--- src/rtl/fsk_demodulate.sv ---
// FSK receiver: counts rising edges per bit window, decides each bit by edge
// frequency and reassembles an NBITS codeword (LSB first) with a valid strobe.
module fsk_demodulate #(
  parameter int OVERSAMPLE = 4,
  parameter int BIT_CLKS   = 64,
  parameter int NBITS      = 14,
  parameter int THRESH     = 6,
  parameter int MIN_EDGES  = 2,
  parameter int MAX_EDGES  = 11,
  parameter int ALIGN      = 3
) (
  input  logic             clk,
  input  logic             reset,
  input  logic             fsk,
  output logic [NBITS-1:0] Hamcode,
  output logic             valid,
  output logic             err,
  output logic             busy
);

  localparam int AW = (ALIGN > 1) ? $clog2(ALIGN) : 1;
  localparam int WW = (BIT_CLKS > 1) ? $clog2(BIT_CLKS) : 1;
  localparam int IW = (NBITS > 1) ? $clog2(NBITS) : 1;

  localparam logic [AW-1:0] ALIGN_LAST = AW'(ALIGN - 1);
  localparam logic [WW-1:0] WIN_LAST   = WW'(BIT_CLKS - 1);
  localparam logic [IW-1:0] IDX_LAST   = IW'(NBITS - 1);
  localparam logic [3:0]    THR        = 4'(THRESH);
  localparam logic [3:0]    MIN_E      = 4'(MIN_EDGES);
  localparam logic [3:0]    MAX_E      = 4'(MAX_EDGES);

  // The bit window must span exactly 16 modulator clk2 periods.
  if (BIT_CLKS != 16 * OVERSAMPLE) begin : g_bad_window
    $error("BIT_CLKS must equal 16*OVERSAMPLE");
  end

  typedef enum logic {S_ALIGN, S_RUN} state_t;

  state_t           state, state_next;
  logic             sync_q, sync_qq, edge_q;
  logic [AW-1:0]    acnt;
  logic [WW-1:0]    wcnt;
  logic [3:0]       ecnt;
  logic [IW-1:0]    idx;
  logic [NBITS-1:0] shift;
  logic             ferr;

  logic             win_end;
  logic [3:0]       total;
  logic             bit_val;
  logic             sym_err;
  logic [NBITS-1:0] word;

  always_ff @(posedge clk) begin
    if (reset) state <= S_ALIGN;
    else       state <= state_next;
  end

  always_comb begin
    state_next = state;
    win_end    = 1'b0;
    case (state)
      S_ALIGN: if (acnt == ALIGN_LAST) state_next = S_RUN;
      S_RUN:   win_end = (wcnt == WIN_LAST);
      default: state_next = S_ALIGN;
    endcase
  end

  // Decision includes an edge arriving in the window's last cycle.
  always_comb begin
    total   = (edge_q && ecnt != 4'hF) ? ecnt + 4'd1 : ecnt;
    bit_val = (total > THR);
    sym_err = (total < MIN_E) || (total > MAX_E);
    word    = shift;
    word[idx] = bit_val;
  end

  assign busy = (state == S_RUN);

  always_ff @(posedge clk) begin
    if (reset) begin
      sync_q  <= 1'b0;
      sync_qq <= 1'b0;
      edge_q  <= 1'b0;
      acnt    <= '0;
      wcnt    <= '0;
      ecnt    <= '0;
      idx     <= '0;
      shift   <= '0;
      ferr    <= 1'b0;
      Hamcode <= '0;
      valid   <= 1'b0;
      err     <= 1'b0;
    end else begin
      sync_q  <= fsk;
      sync_qq <= sync_q;
      edge_q  <= sync_q & ~sync_qq;
      valid   <= 1'b0;
      if (state == S_ALIGN) begin
        acnt <= acnt + 1'b1;
      end else if (win_end) begin
        wcnt       <= '0;
        ecnt       <= '0;
        shift[idx] <= bit_val;
        if (idx == IDX_LAST) begin
          idx     <= '0;
          ferr    <= 1'b0;
          Hamcode <= word;
          err     <= ferr | sym_err;
          valid   <= 1'b1;
        end else begin
          idx  <= idx + 1'b1;
          ferr <= ferr | sym_err;
        end
      end else begin
        wcnt <= wcnt + 1'b1;
        ecnt <= total;
      end
    end
  end

endmodule

--- config.mk ---
export PLATFORM = sky130hd
export DESIGN_NAME = fsk_demodulate
export DESIGN_NICKNAME = d
export VERILOG_FILES = /design/src/rtl/fsk_demodulate.sv
export SDC_FILE = /design/constraint.sdc
export NUM_CORES = 1
export LEC_CHECK = 0
export CAP_MARGIN = 5
export CORE_MARGIN = 8
export CORE_UTILIZATION = 30
export CTS_CLUSTER_SIZE = 25
export DETAILED_ROUTE_END_ITERATION = 12
export SLEW_MARGIN = 0
export SYNTH_ARGS = -nofsm -noshare
export SYNTH_HDL_FRONTEND = slang
export SYNTH_SLANG_ARGS = --single-unit
--- constraint.sdc ---
create_clock -name clk -period 3.36 [get_ports clk]
set_input_delay 0.504 -clock clk [delete_from_list [all_inputs] [get_ports clk]]
set_output_delay 0.504 -clock clk [all_outputs]
set_load 0.01 [all_outputs]
==> PnR_summary.wiki <==
{| class="wikitable"
! Metric !! Value
|-
| Maximum clock skew at final layout || 0.0129 ns
|-
| Layout cells sized above 1 || 6.61%
|-
| Setup tns final || 0 ns
|-
| Critical path required time || 3.60 ns
|-
| Buffer cell driving the clock tree root || clkbuf_8
|-
| Number of distinct library cell variants in the gate-level netlist after synthesis || 38
|-
| Cell with the largest stage delay on the worst path || dfxtp_1
|-
| Clock-pin slew on the worst setup and hold paths || 0.10 ns
|-
| Final net count || 262
|-
| Ys async rst share || 0%
|-
| Worst slew margin relative to its limit || 55.8%
|-
| Synthesized Nets || 254
|-
| Worst-skew pair later-pin latency || 0.31 ns
|-
| Launching element type of the critical path || register
|-
| Number of rows in the core area || 30
|-
| Classification of the worst setup path || reg -> reg
|-
| Kind of capture point of the worst setup path || register
|-
| Result of the run || complete, no violations
|-
| Area added between synthesis and finish || 14.8%
|-
| # hold bufs at CTS || 0
|-
| DP Wirelength || 2.73 mm
|-
| Chip width || 100 um
|-
| Number of synthesized register bits || 50
|-
| Ratio of routed vias to standard cells || 4.78
|-
| Mapped Cells || 248
|-
| Initial core utilization || 31.1%
|-
| Period minus WS final || 2.31 ns
|-
| Worst IR Drop VDD || 0.178 mV
|-
| Leakage power summed over all cells || 0.764 nW
|-
| Post-route total power || 1.09 mW
|-
| PD cells || 445 nW/um^2
|-
| Maximum level of the CTS H-tree || 2
|-
| Share of the synthesized area in the top cell type || 47.1%
|-
| Sequential share of the synthesized area || 47.1%
|-
| Post-detailed-route count of antenna-violating nets || 0
|-
| Path category of the worst min-delay check || reg -> reg
|-
| Global-route congestion overflow total || 0
|-
| DRT Wirelength || 4.21 mm
|-
| Number of clock sinks || 50
|-
| Placeable Area || 6830 sq um
|-
| Transition at the pin with the smallest max-transition slack || 0.663 ns
|-
| Clock buffer depth || 2
|-
| Cell type contributing the most total cell area after synthesis || dfxtp_1
|-
| CP top delay family || simple AND/OR/NAND/NOR gates
|-
| Cells along the critical path || and3_4, nand4_1, nor4b_1, nor2_1, a211oi_1
|-
| Number of CTS-inserted buffers || 5
|-
| Period Utilization, post-route || 68.9%
|-
| Combined area of all synthesized cells || 2130 sq um
|-
| EDFF count, synth || 0
|-
| I/O Pins || 20
|-
| Post-Route Utilization || 35.7%
|-
| Number of setup violations in the final report || 0
|-
| Initial antenna violation count || 0
|-
| PnR worst setup slack || 1.05 ns
|-
| Die boundary height || 100 um
|-
| Buffering stage count on the worst path with inverters included || 0
|-
| Area contributors post-synth || dfxtp_1, a21oi_1, nand2_1
|-
| PostCTS Resize Cnt || 0
|-
| Pin count of the biggest net entering global routing || 50
|-
| DRC violation total after the first TritonRoute iteration || 114
|-
| Post-placement worst setup slack || 1.08 ns
|-
| Via count of the first global-routing pass || 1655
|-
| Global-route wire length before repair || 7.63 mm
|-
| Hold Vio Cnt, Final || 0
|-
| Upper clock frequency limit || 432 MHz
|-
| Via count || 1686
|-
| Number of pins with negative max-slew slack in the final report || 0
|-
| Hold WS || 0.390 ns
|-
| Count leader, synth || dfxtp_1
|-
| Number of antenna diodes || 0
|-
| Unrepaired setup endpoints after global routing || false
|-
| TritonCTS clock tree || done
|-
| GPL Wtd Cong || 0.827
|-
| Main synth FF type || dfxtp_1
|-
| Synth Warn # || 0
|-
| Synth cell count leaders || dfxtp_1, nand2_1, a21oi_1
|-
| Buffers added on ports || 19
|-
| Crit path max fanout || 19
|-
| Wire length per cell after detailed routing || 11.9 um
|-
| Tot GR Track Use || 9.18%
|-
| Number of iterations in the first detailed-routing pass || 4
|-
| Die area || 10000 sq um
|-
| Number of maximum-capacitance violations || 0
|-
| Final routed DRC violation total || 0
|-
| Data arrival time of the worst path || 2.56 ns
|-
| Delay of the slowest cell on the worst path || 0.73 ns
|-
| Number of buffers inserted to repair setup after CTS || 0
|-
| Average size of a mapped cell || 8.57 sq um
|-
| Fillcell total || 746
|}
sequential cells by signal, summed over array words and instances, names as in the netlist:
name / cells
ferr: 1
wcnt: 6
acnt: 2
shift: 13
sync_qq: 1
Hamcode: 14
ecnt: 4
sync_q: 1
valid: 1
busy: 1
edge_q: 1
idx: 4
err: 1
layout make-up:
type                            instances  area, sq um  area share (%)
Multi-Input combinational cell        173          998            40.9
Tap cell                               96          120            4.92
Sequential cell                        50         1000            41.0
Clock inverter                          3         25.0            1.03
Clock buffer                            5         68.8            2.82
Inverter                                4         15.0           0.615
Timing Repair Buffer                   22          213            8.71
metal layers:
metal,up-vias,share of wire (%),track usage (%),wire [um]
li1,882,-,-,-
met1,778,52,11.5,2190
met2,19,42,14.2,1780
met3,7,3.9,2.63,165
met4,0,1.8,4.19,75
met5,-,0,0,0
worst reg2reg max path: cells and delay by family, from the launching register on:
kind,cells,cell delay (ns)
AND/OR/NAND/NOR,4,1.33
flip-flops,1,0.73
AO/OA/AOI/OAI,1,0.20
cells in the final DEF (no fill, tap or decap), types with 2 or more instances in the layout:
cell type,netlist,routed
and2_1,3,3
buf_4,4,3
xor2_1,4,4
a21oi_1,31,31
nor4b_1,2,2
nand2_1,39,39
a311oi_1,8,8
nor4_1,3,3
and3_1,2,2
nor2_1,20,20
nand4b_1,2,2
ha_1,3,3
mux2i_1,2,2
xnor2_1,2,2
clkbuf_8,0,5
o31ai_1,2,2
nand2b_1,3,3
inv_1,4,4
a211oi_1,7,7
clkdlybuf4s50_1,0,19
nor2b_1,8,8
nand4_1,5,5
o21ai_0,4,4
nor3_1,8,7
dfxtp_1,50,50
nand3_1,5,5
final timing paths:
kind / depth (start not counted) / startpoint / endpoint / slack, ns
setup / recovery: 5 / busy / shift[4] / 1.05
hold / removal: 1 / sync_qq / edge_q / 0.39
setup reg to reg: 5 / busy / shift[4] / 1.05
hold reg to reg: 1 / sync_qq / edge_q / 0.39
kinds of logic (layout without fill, tap and decap cells):
| group | Yosys count | count (layout) | synth area share, % |
|---|---|---|---|
| mux | 3 | 3 | 1.47 |
| xor+xnor | 6 | 6 | 2.47 |
| simple gates | 102 | 102 | 23.1 |
| flops | 50 | 50 | 47.1 |
| fa+ha+maj | 3 | 3 | 1.77 |
| compound gates | 59 | 59 | 17.9 |
| buf+inv | 25 | 34 | 6.18 |
through the flow:
stage	cells	cell area [sq um]
CTS	353	2440
global route	353	2440
detailed placement	345	2350
global placement	345	2350
finish	353	2440
floorplan	248	2130
power breakdown:
group	total, mW	switching, mW	internal [mW]
clock network	0.364	0.213	0.151
registers	0.646	0.0325	0.614
logic	0.0773	0.0377	0.0396
Note: power is estimated with default switching activity, not from simulation.
